**config.mk**
```make
export PLATFORM = sky130hd
export DESIGN_NAME = l1_icache
export DESIGN_NICKNAME = d
export VERILOG_FILES = /design/src/rtl/l1_icache_pkg.sv /design/src/rtl/icache_array.sv /design/src/rtl/l1_icache.sv
export SDC_FILE = /design/constraint.sdc
export NUM_CORES = 2
export LEC_CHECK = 0
export CAP_MARGIN = 10
export CORE_ASPECT_RATIO = 1.25
export CORE_MARGIN = 2
export CORE_UTILIZATION = 63
export DETAILED_ROUTE_END_ITERATION = 8
export DONT_BUFFER_PORTS = 1
export PLACE_DENSITY = 0.79
export SLEW_MARGIN = 5
export SYNTH_ARGS = -nofsm -noshare
export SYNTH_HDL_FRONTEND = slang
export SYNTH_MEMORY_MAX_BITS = 65536
export SYNTH_SLANG_ARGS = --single-unit
```
**constraint.sdc**
```tcl
create_clock -name clk -period 28.9 [get_ports clk]
set_input_delay 2.89 -clock clk [delete_from_list [all_inputs] [get_ports clk]]
set_output_delay 2.89 -clock clk [all_outputs]
set_load 0.05 [all_outputs]
```
**src/rtl/l1_icache_pkg.sv**
```systemverilog
// Shared types and geometry defaults for the direct-mapped L1 instruction cache.
// The optional ICACHE_STATS_EN build adds hit/miss counters in l1_icache only.
package cache_types;

  localparam int DEFAULT_S_OFFSET = 5;
  localparam int DEFAULT_S_INDEX  = 4;
  localparam int LINE_W           = 256;

  typedef enum logic [1:0] {
    IDLE,
    FETCH,
    ALLOC
  } icache_state_t;

endpackage

```
**src/rtl/icache_array.sv**
```systemverilog
// Flop-based storage array: asynchronous read, synchronous loaded write.
// Only the valid-bit instance clears on reset; tag and data contents are don't-care.
module icache_array #(
  parameter int WIDTH          = 1,
  parameter int DEPTH          = 16,
  parameter bit CLEAR_ON_RESET = 1'b0
) (
  input  logic                     clk,
  input  logic                     rst,
  input  logic                     load,
  input  logic [$clog2(DEPTH)-1:0] waddr,
  input  logic [WIDTH-1:0]         wdata,
  input  logic [$clog2(DEPTH)-1:0] raddr,
  output logic [WIDTH-1:0]         rdata
);

  logic [WIDTH-1:0] mem [DEPTH];

  always_ff @(posedge clk) begin
    if (CLEAR_ON_RESET && rst) begin
      for (int i = 0; i < DEPTH; i++) begin
        mem[i] <= '0;
      end
    end else if (load) begin
      mem[waddr] <= wdata;
    end
  end

  assign rdata = mem[raddr];

endmodule

```
**src/rtl/l1_icache.sv**
```systemverilog
// Direct-mapped, read-only L1 instruction cache with zero-latency hits and line fills on miss.
// Define ICACHE_STATS_EN to add the hit_count / miss_count outputs.
module l1_icache
  import cache_types::*;
#(
  parameter int S_OFFSET = DEFAULT_S_OFFSET,
  parameter int S_INDEX  = DEFAULT_S_INDEX
) (
  input  logic              clk,
  input  logic              rst,
  input  logic              mem_read,
  input  logic [31:0]       mem_address,
  output logic [31:0]       mem_rdata,
  output logic              mem_resp,
  output logic [31:0]       pmem_address,
  output logic              pmem_read,
  input  logic [LINE_W-1:0] pmem_rdata,
  input  logic              pmem_resp
`ifdef ICACHE_STATS_EN
  ,
  output logic [31:0]       hit_count,
  output logic [31:0]       miss_count
`endif
);

  localparam int TAG_W    = 32 - S_INDEX - S_OFFSET;
  localparam int NUM_SETS = 1 << S_INDEX;

  icache_state_t state;

  logic [TAG_W-1:0]   req_tag;
  logic [S_INDEX-1:0] req_index;
  logic [2:0]         req_word;
  logic [S_INDEX-1:0] fill_index;
  logic [TAG_W-1:0]   fill_tag;

  logic               valid_out;
  logic [TAG_W-1:0]   tag_out;
  logic [LINE_W-1:0]  line_out;

  logic hit;
  logic fill;
  logic unused;

  assign req_tag    = mem_address[31:S_INDEX+S_OFFSET];
  assign req_index  = mem_address[S_INDEX+S_OFFSET-1:S_OFFSET];
  assign req_word   = mem_address[4:2];
  assign fill_index = pmem_address[S_INDEX+S_OFFSET-1:S_OFFSET];
  assign fill_tag   = pmem_address[31:S_INDEX+S_OFFSET];
  assign unused     = ^mem_address[1:0];

  // Reset wins over a coincident fill so an abandoned request never lands in the arrays.
  assign fill = (state == FETCH) && pmem_resp && !rst;

  icache_array #(.WIDTH(1), .DEPTH(NUM_SETS), .CLEAR_ON_RESET(1'b1)) valid_array (
    .clk   (clk),
    .rst   (rst),
    .load  (fill),
    .waddr (fill_index),
    .wdata (1'b1),
    .raddr (req_index),
    .rdata (valid_out)
  );

  icache_array #(.WIDTH(TAG_W), .DEPTH(NUM_SETS), .CLEAR_ON_RESET(1'b0)) tag_array (
    .clk   (clk),
    .rst   (rst),
    .load  (fill),
    .waddr (fill_index),
    .wdata (fill_tag),
    .raddr (req_index),
    .rdata (tag_out)
  );

  icache_array #(.WIDTH(LINE_W), .DEPTH(NUM_SETS), .CLEAR_ON_RESET(1'b0)) data_array (
    .clk   (clk),
    .rst   (rst),
    .load  (fill),
    .waddr (fill_index),
    .wdata (pmem_rdata),
    .raddr (req_index),
    .rdata (line_out)
  );

  assign hit       = mem_read && valid_out && (tag_out == req_tag);
  assign mem_resp  = (state == IDLE) && hit;
  assign mem_rdata = mem_resp ? line_out[{req_word, 5'b00000} +: 32] : 32'h0;

  // pmem_address doubles as the latched miss address and stays put until the next miss.
  always_ff @(posedge clk) begin
    if (rst) begin
      state        <= IDLE;
      pmem_read    <= 1'b0;
      pmem_address <= 32'h0;
    end else begin
      case (state)
        IDLE: begin
          if (mem_read && !hit) begin
            state        <= FETCH;
            pmem_read    <= 1'b1;
            pmem_address <= {mem_address[31:S_OFFSET], {S_OFFSET{1'b0}}};
          end
        end
        FETCH: begin
          if (pmem_resp) begin
            state     <= ALLOC;
            pmem_read <= 1'b0;
          end
        end
        ALLOC: begin
          state <= IDLE;
        end
        default: begin
          state     <= IDLE;
          pmem_read <= 1'b0;
        end
      endcase
    end
  end

`ifdef ICACHE_STATS_EN
  always_ff @(posedge clk) begin
    if (rst) begin
      hit_count  <= 32'h0;
      miss_count <= 32'h0;
    end else begin
      if (mem_resp) begin
        hit_count <= hit_count + 32'h1;
      end
      if ((state == IDLE) && mem_read && !hit) begin
        miss_count <= miss_count + 32'h1;
      end
    end
  end
`endif

endmodule

```
After elaboration in Yosys (flattened, before gate mapping)

Memories as Yosys holds them, arrays and structs flattened.
Index checks and enable logic that the tools add are counted.

Bits in writable memories: 4480
Input bits: 292
Register bits after elaboration: 30
Memories: 3
Logic and storage cells: 42

Muxes and demuxes: 16
Equal/unequal tests: 5
Reductions and logical operators: 13
Bitwise logic cells: 1
Shift operators: 1

Memory list:

| name            | depth | bits a word | rd ports | clocked after Yosys merged registers in | wr ports | line               | RTL |
|---|---|---|---|---|---|---|---|
| data_array.mem  | 16    | 256         | 1        | 0                                       | 1        | icache_array.sv:17 | `logic [WIDTH-1:0] mem [DEPTH];` |
| tag_array.mem   | 16    | 23          | 1        | 0                                       | 1        | icache_array.sv:17 |  |
| valid_array.mem | 16    | 1           | 1        | 0                                       | 16       | icache_array.sv:17 |  |

Operator list:

| operator           | number |
|---|---|
| $shiftx 256x9->32  | 1 |
| $mux 32            | 1 |
| $eq 23x23->1       | 1 |
| $mux 1             | 10 |
| $logic_and 1x1->1  | 6 |
| $mux 2             | 2 |
| $mux 4             | 1 |
| $pmux 2 s2         | 1 |
| $reduce_and 2->1   | 2 |
| $pmux 1 s3         | 1 |
| $reduce_and 3->1   | 1 |
| $eq 2x1->1 const B | 1 |
| $eq 2x2->1 const B | 1 |
| $logic_not 1->1    | 2 |
| $logic_not 2->1    | 1 |
| $ne 2x1->1 const B | 1 |
| $ne 2x2->1 const B | 1 |
| $not 1->1          | 1 |
| $reduce_or 1->1    | 1 |

Depth between registers and ports, before layout

Word-level depth: 8
Depth in mapped cells: 17
Mapped depth without buffers: 8

By module

A second synthesis with hierarchy kept.

Cell total of the unflattened synthesis: 7374
Area total of the unflattened synthesis: 171828.5 um^2

By module, submodules not included:

| module                      | cells each | instances | area each (um^2) |
|---|---|---|---|
| icache_array at data_array  | 6392       | 1         | 153516.0 |
| icache_array at tag_array   | 585        | 1         | 13848.3 |
| l1_icache                   | 322        | 1         | 3550.9 |
| icache_array at valid_array | 75         | 1         | 913.4 |

Worst setup path after synthesis

Ideal clock, no wire load.

Path type: input-to-reg
Start: input rst
End: memory data_array.mem[0][0] in the netlist's numbering, enable pin
Setup slack: 5.034 ns
Arrival: 22.603 ns
Cell stages on the path: 5
Library setup time: 1.263 ns
Cells stage by stage: nor2_1 > and3_1 > clkbuf_1 > or3b_2 > nor3_1

Cells in the longest elaborated chain, start to end: 4

Ends and longest elaborated chain:

| element                      | line               | RTL |
|---|---|---|
| from (decl)                  | l1_icache.sv:10    | `input logic rst,` |
| $logic_not 1->1              | l1_icache.sv:53    | `assign fill = (state == FETCH) && pmem_resp && !rst;` |
| $logic_and 1x1->1            | l1_icache.sv:53    |  |
| $mux 1                       | icache_array.sv:24 | `end else if (load) begin` |
| $mux 1 (not written as such) | icache_array.sv:25 | `mem[waddr] <= wdata;` |
| to (decl)                    | icache_array.sv:17 |  |

No other way between the ends.

Final worst setup path

Start: input mem_address[6]
End: output mem_rdata[1]

Cells in the longest elaborated chain, start to end: 5
Elaborated cells between the ends (all ways): 9
Those cells by class: eq/ne: 1; shift: 1; mux: 1; reduce/logical: 3; memory: 3

Ends and longest elaborated chain:

| element                                                | line            | RTL |
|---|---|---|
| from (decl)                                            | l1_icache.sv:12 | `input logic [31:0] mem_address,` |
| branches (longest 4 deep; another with $mem_v2 16x256) | -               |  |
| $mux 32 (*)                                            | l1_icache.sv:87 | `assign mem_rdata = mem_resp ? line_out[{req_word, 5'b00000} +: 32] : 32'h0;` |
| to (decl)                                              | l1_icache.sv:13 | `output logic [31:0] mem_rdata,` |

Every way passes the cells marked *.

==> impl_metrics.ini <==
[setup_path]
cpPeakStageDelay_ps = 890
worst-path-max-fanout = 226
start_kind = primary input
worst_ep_required_time_ps = 26010
worst-setup-path-type = primary input to primary output
critical_path.top_delay_family = multiplexers
critPathBufInv = 3
endpoint_kind = primary output
cp_cell_sequence = buf_16 > buf_16 > buf_16 > mux4_2 > mux4_2 > mux4_2 > mux2i_1 > nor2_1
cp.arrival_ps = 8520
critPathSlowestCell = buf_16

[synthesis]
synth_top_area_cell = edfxtp_1
syn_avg_cell_area_um2 = 25.51
synth_area_leaders = edfxtp_1 78%, mux4_2 19%, dfxtp_1 0.53%, mux2i_1 0.49%, buf_2 0.37%
ys_types = 60
ys_async_sr_fraction = 0
synth_edf_count = 4464
yosys_warnings = 0
yosysSeqAreaShare = 0.7831
syn_area_mm2 = 0.1724
yosys.area.top_type_share = 0.7778
synth-seq-cells = 4510
syn_inst = 6757
synth_flop_cell = edfxtp_1

[clock_tree]
htreeDepth = 5
cts_made_buffers = 410
clkLatencyLatePin_ps = 940
cts_root_buf = clkbuf_16
cts_resized = 0
cts_buffer_depth = 4
clkSinkCount = 4510
clkTransAtPathRegs_ps = 60
cts_tree = done
ctsHoldBuffers = 0
post_cts_buffers = 0

[detailed_routing]
drtAntennaViolNets = 0
post_drt_wl_per_cell_um = 42.70
via_per_inst = 7.379
drc = 0
wirelength_um = 462700
num_vias = 79955
drt_iter0_drc = 13614
drt_first_pass_iters = 6

[placement]
port_buffers = 0
gp_congestion = 0.8144
hpwl_um = 207500
place_inst = 10069

[layout]
drive_above_1_share = 0.2980
num-fill-cells = 14574
syn2layout_area_growth_pct = 10.01
multiInputGateArea_mm2 = 0.03547
fin_nets = 7219
instances_no_fill = 10836
seq_area_mm2 = 0.1350

[timing]
period_minus_slack_ps = 11410
hold_viol = 0
relSlewSlack = -0.04184
skew_ps = 48.80
tns_ps = 0
maxSlewViolCount = 128
fin_crit_sh = 0.3949
tightest_slew_ps = 1563
setup_violations = 0
rsz0062_at_grt = no
hold-worst-slack_ps = 455.8
clock.fmax_mhz = 87.63

[global_routing]
grt_first_pass_wirelength_um = 645800
first_global_vias = 83901
grt.total_usage = 0.3344
grt_max_degree = 1116
grt_remaining_overflow = 0
antenna_found_initial = 12

[floorplanning]
die_area_mm2 = 0.2778
io_pins = 358
die_h_um = 588.8
die_w_um = 471.8
std_cell_rows = 214
start_util = 0.6336
coreArea_mm2 = 0.2720

[pwr]
p_leak_nw = 58.27
vdd_drop_max_v = 0.00006158
p_per_area_mw_per_mm2 = 69.97

[outcome]
outcome = finished with violations
violations = max-slew violations

[flow_run]
maxCapViolCount = 0

[min_path]
worstHoldPathType = register to register
## flip-flops by register name (all words and copies together) (netlist names)
register / cells
data_array.mem: 4096
tag_array.mem: 368
pmem_address: 27
valid_array.mem: 16
state: 2
pmem_read: 1
## synthesized netlist by cell type (all sizes together), types with 5 or more instances
| master | instances |
|---|---|
| mux2i | 85 |
| nand2b | 6 |
| inv | 6 |
| mux4 | 1432 |
| mux2 | 5 |
| nand4 | 12 |
| nor2 | 58 |
| buf | 268 |
| nand2 | 43 |
| nor3 | 9 |
| a21o | 20 |
| a22oi | 6 |
| a32oi | 27 |
| o311ai | 27 |
| edfxtp | 4464 |
| xor2 | 13 |
| clkbuf | 108 |
| nand3 | 6 |
| o21ai | 32 |
| xnor2 | 17 |
| nor3b | 23 |
| dfxtp | 46 |
## through the flow
| stage | cell area (um^2) | total power [W] | utilization | setup slack, ps |
|---|---|---|---|---|
| finish | 189600 | 0.01327 | 0.6970 | 17490 |
| global route | 189600 | 0.01351 | 0.6970 | 17390 |
| CTS | 189300 | 0.01324 | 0.6960 | 16870 |
| detailed placement | 176100 | 0.007848 | 0.6474 | 16940 |
| global placement | 176100 | 0.007838 | 0.6473 | 16970 |
| floorplan | 172400 | 0.007788 | - | 5034 |
## layout make-up
| cell class | count | share of cell area |
|---|---|---|
| sequential | 4510 | 0.7118 |
| inverter | 6 | 0.0001188 |
| clock inverter | 244 | 0.01259 |
| clock buffer | 510 | 0.05709 |
| multi-input combinational | 1869 | 0.1871 |
| antenna | 3 | 0.00003959 |
| tap | 3564 | 0.02352 |
| timing repair buffer | 130 | 0.007727 |
## cell usage in the layout, fill, tap and decap left out, types with 12 or more instances in the layout
master,count
nor3b_1,23
mux2i_1,85
dfxtp_1,46
o21ai_0,32
mux4_2,1432
clkinv_1,89
xnor2_1,17
xor2_1,13
buf_12,12
nand4_1,12
nor2_1,42
a21o_1,20
clkinv_2,72
nor2_4,12
a32oi_1,27
edfxtp_1,4464
nand2_1,42
bufinv_16,42
clkbuf_1,90
clkinvlp_4,20
buf_16,16
clkbuf_16,418
o311ai_1,23
buf_4,99
## worst paths after layout
check	start	to	slack, ps	cells past startpoint
worst max register to register	pmem_address[6]	data_array.mem[10][230]	23290	6
worst max-delay path	mem_address[6]	mem_rdata[1]	17490	8
worst min-delay path	valid_array.mem[10]	valid_array.mem[10]	460	1
worst min register to register	valid_array.mem[10]	valid_array.mem[10]	460	1
## power breakdown
| group | switching (W) | internal (W) |
|---|---|---|
| clock network | 0.00246 | 0.00304 |
| registers | 0.0000388 | 0.00722 |
| logic | 0.000252 | 0.000250 |
| total | 0.00275 | 0.0105 |
## kinds of logic (layout without fill, tap and decap cells)
family	count (synthesis)	in the layout	synth area share
xor+xnor	30	30	0.001524
other cells	1	8	0.00002176
simple gates	176	176	0.005118
compound gates	136	136	0.005938
flops	4510	4510	0.7831
buf+inv	382	890	0.01191
mux	1522	1522	0.1924
## metal layers
| layer | routed length, um | track usage |
|---|---|---|
| met4 | 23890 | 0.1535 |
| met3 | 57350 | 0.09259 |
| met5 | 122 | 0 |
| met1 | 147600 | 0.4230 |
| met2 | 233700 | 0.5469 |
## worst register-to-register path, stage by stage (launching register included)
cell and delay (ps):
dfxtp_1 890, nand2b_1 430, nor2_4 620, buf_4 1110, buf_4 840, buf_4 680, buf_4 670
(Power assumes the default switching activity.)
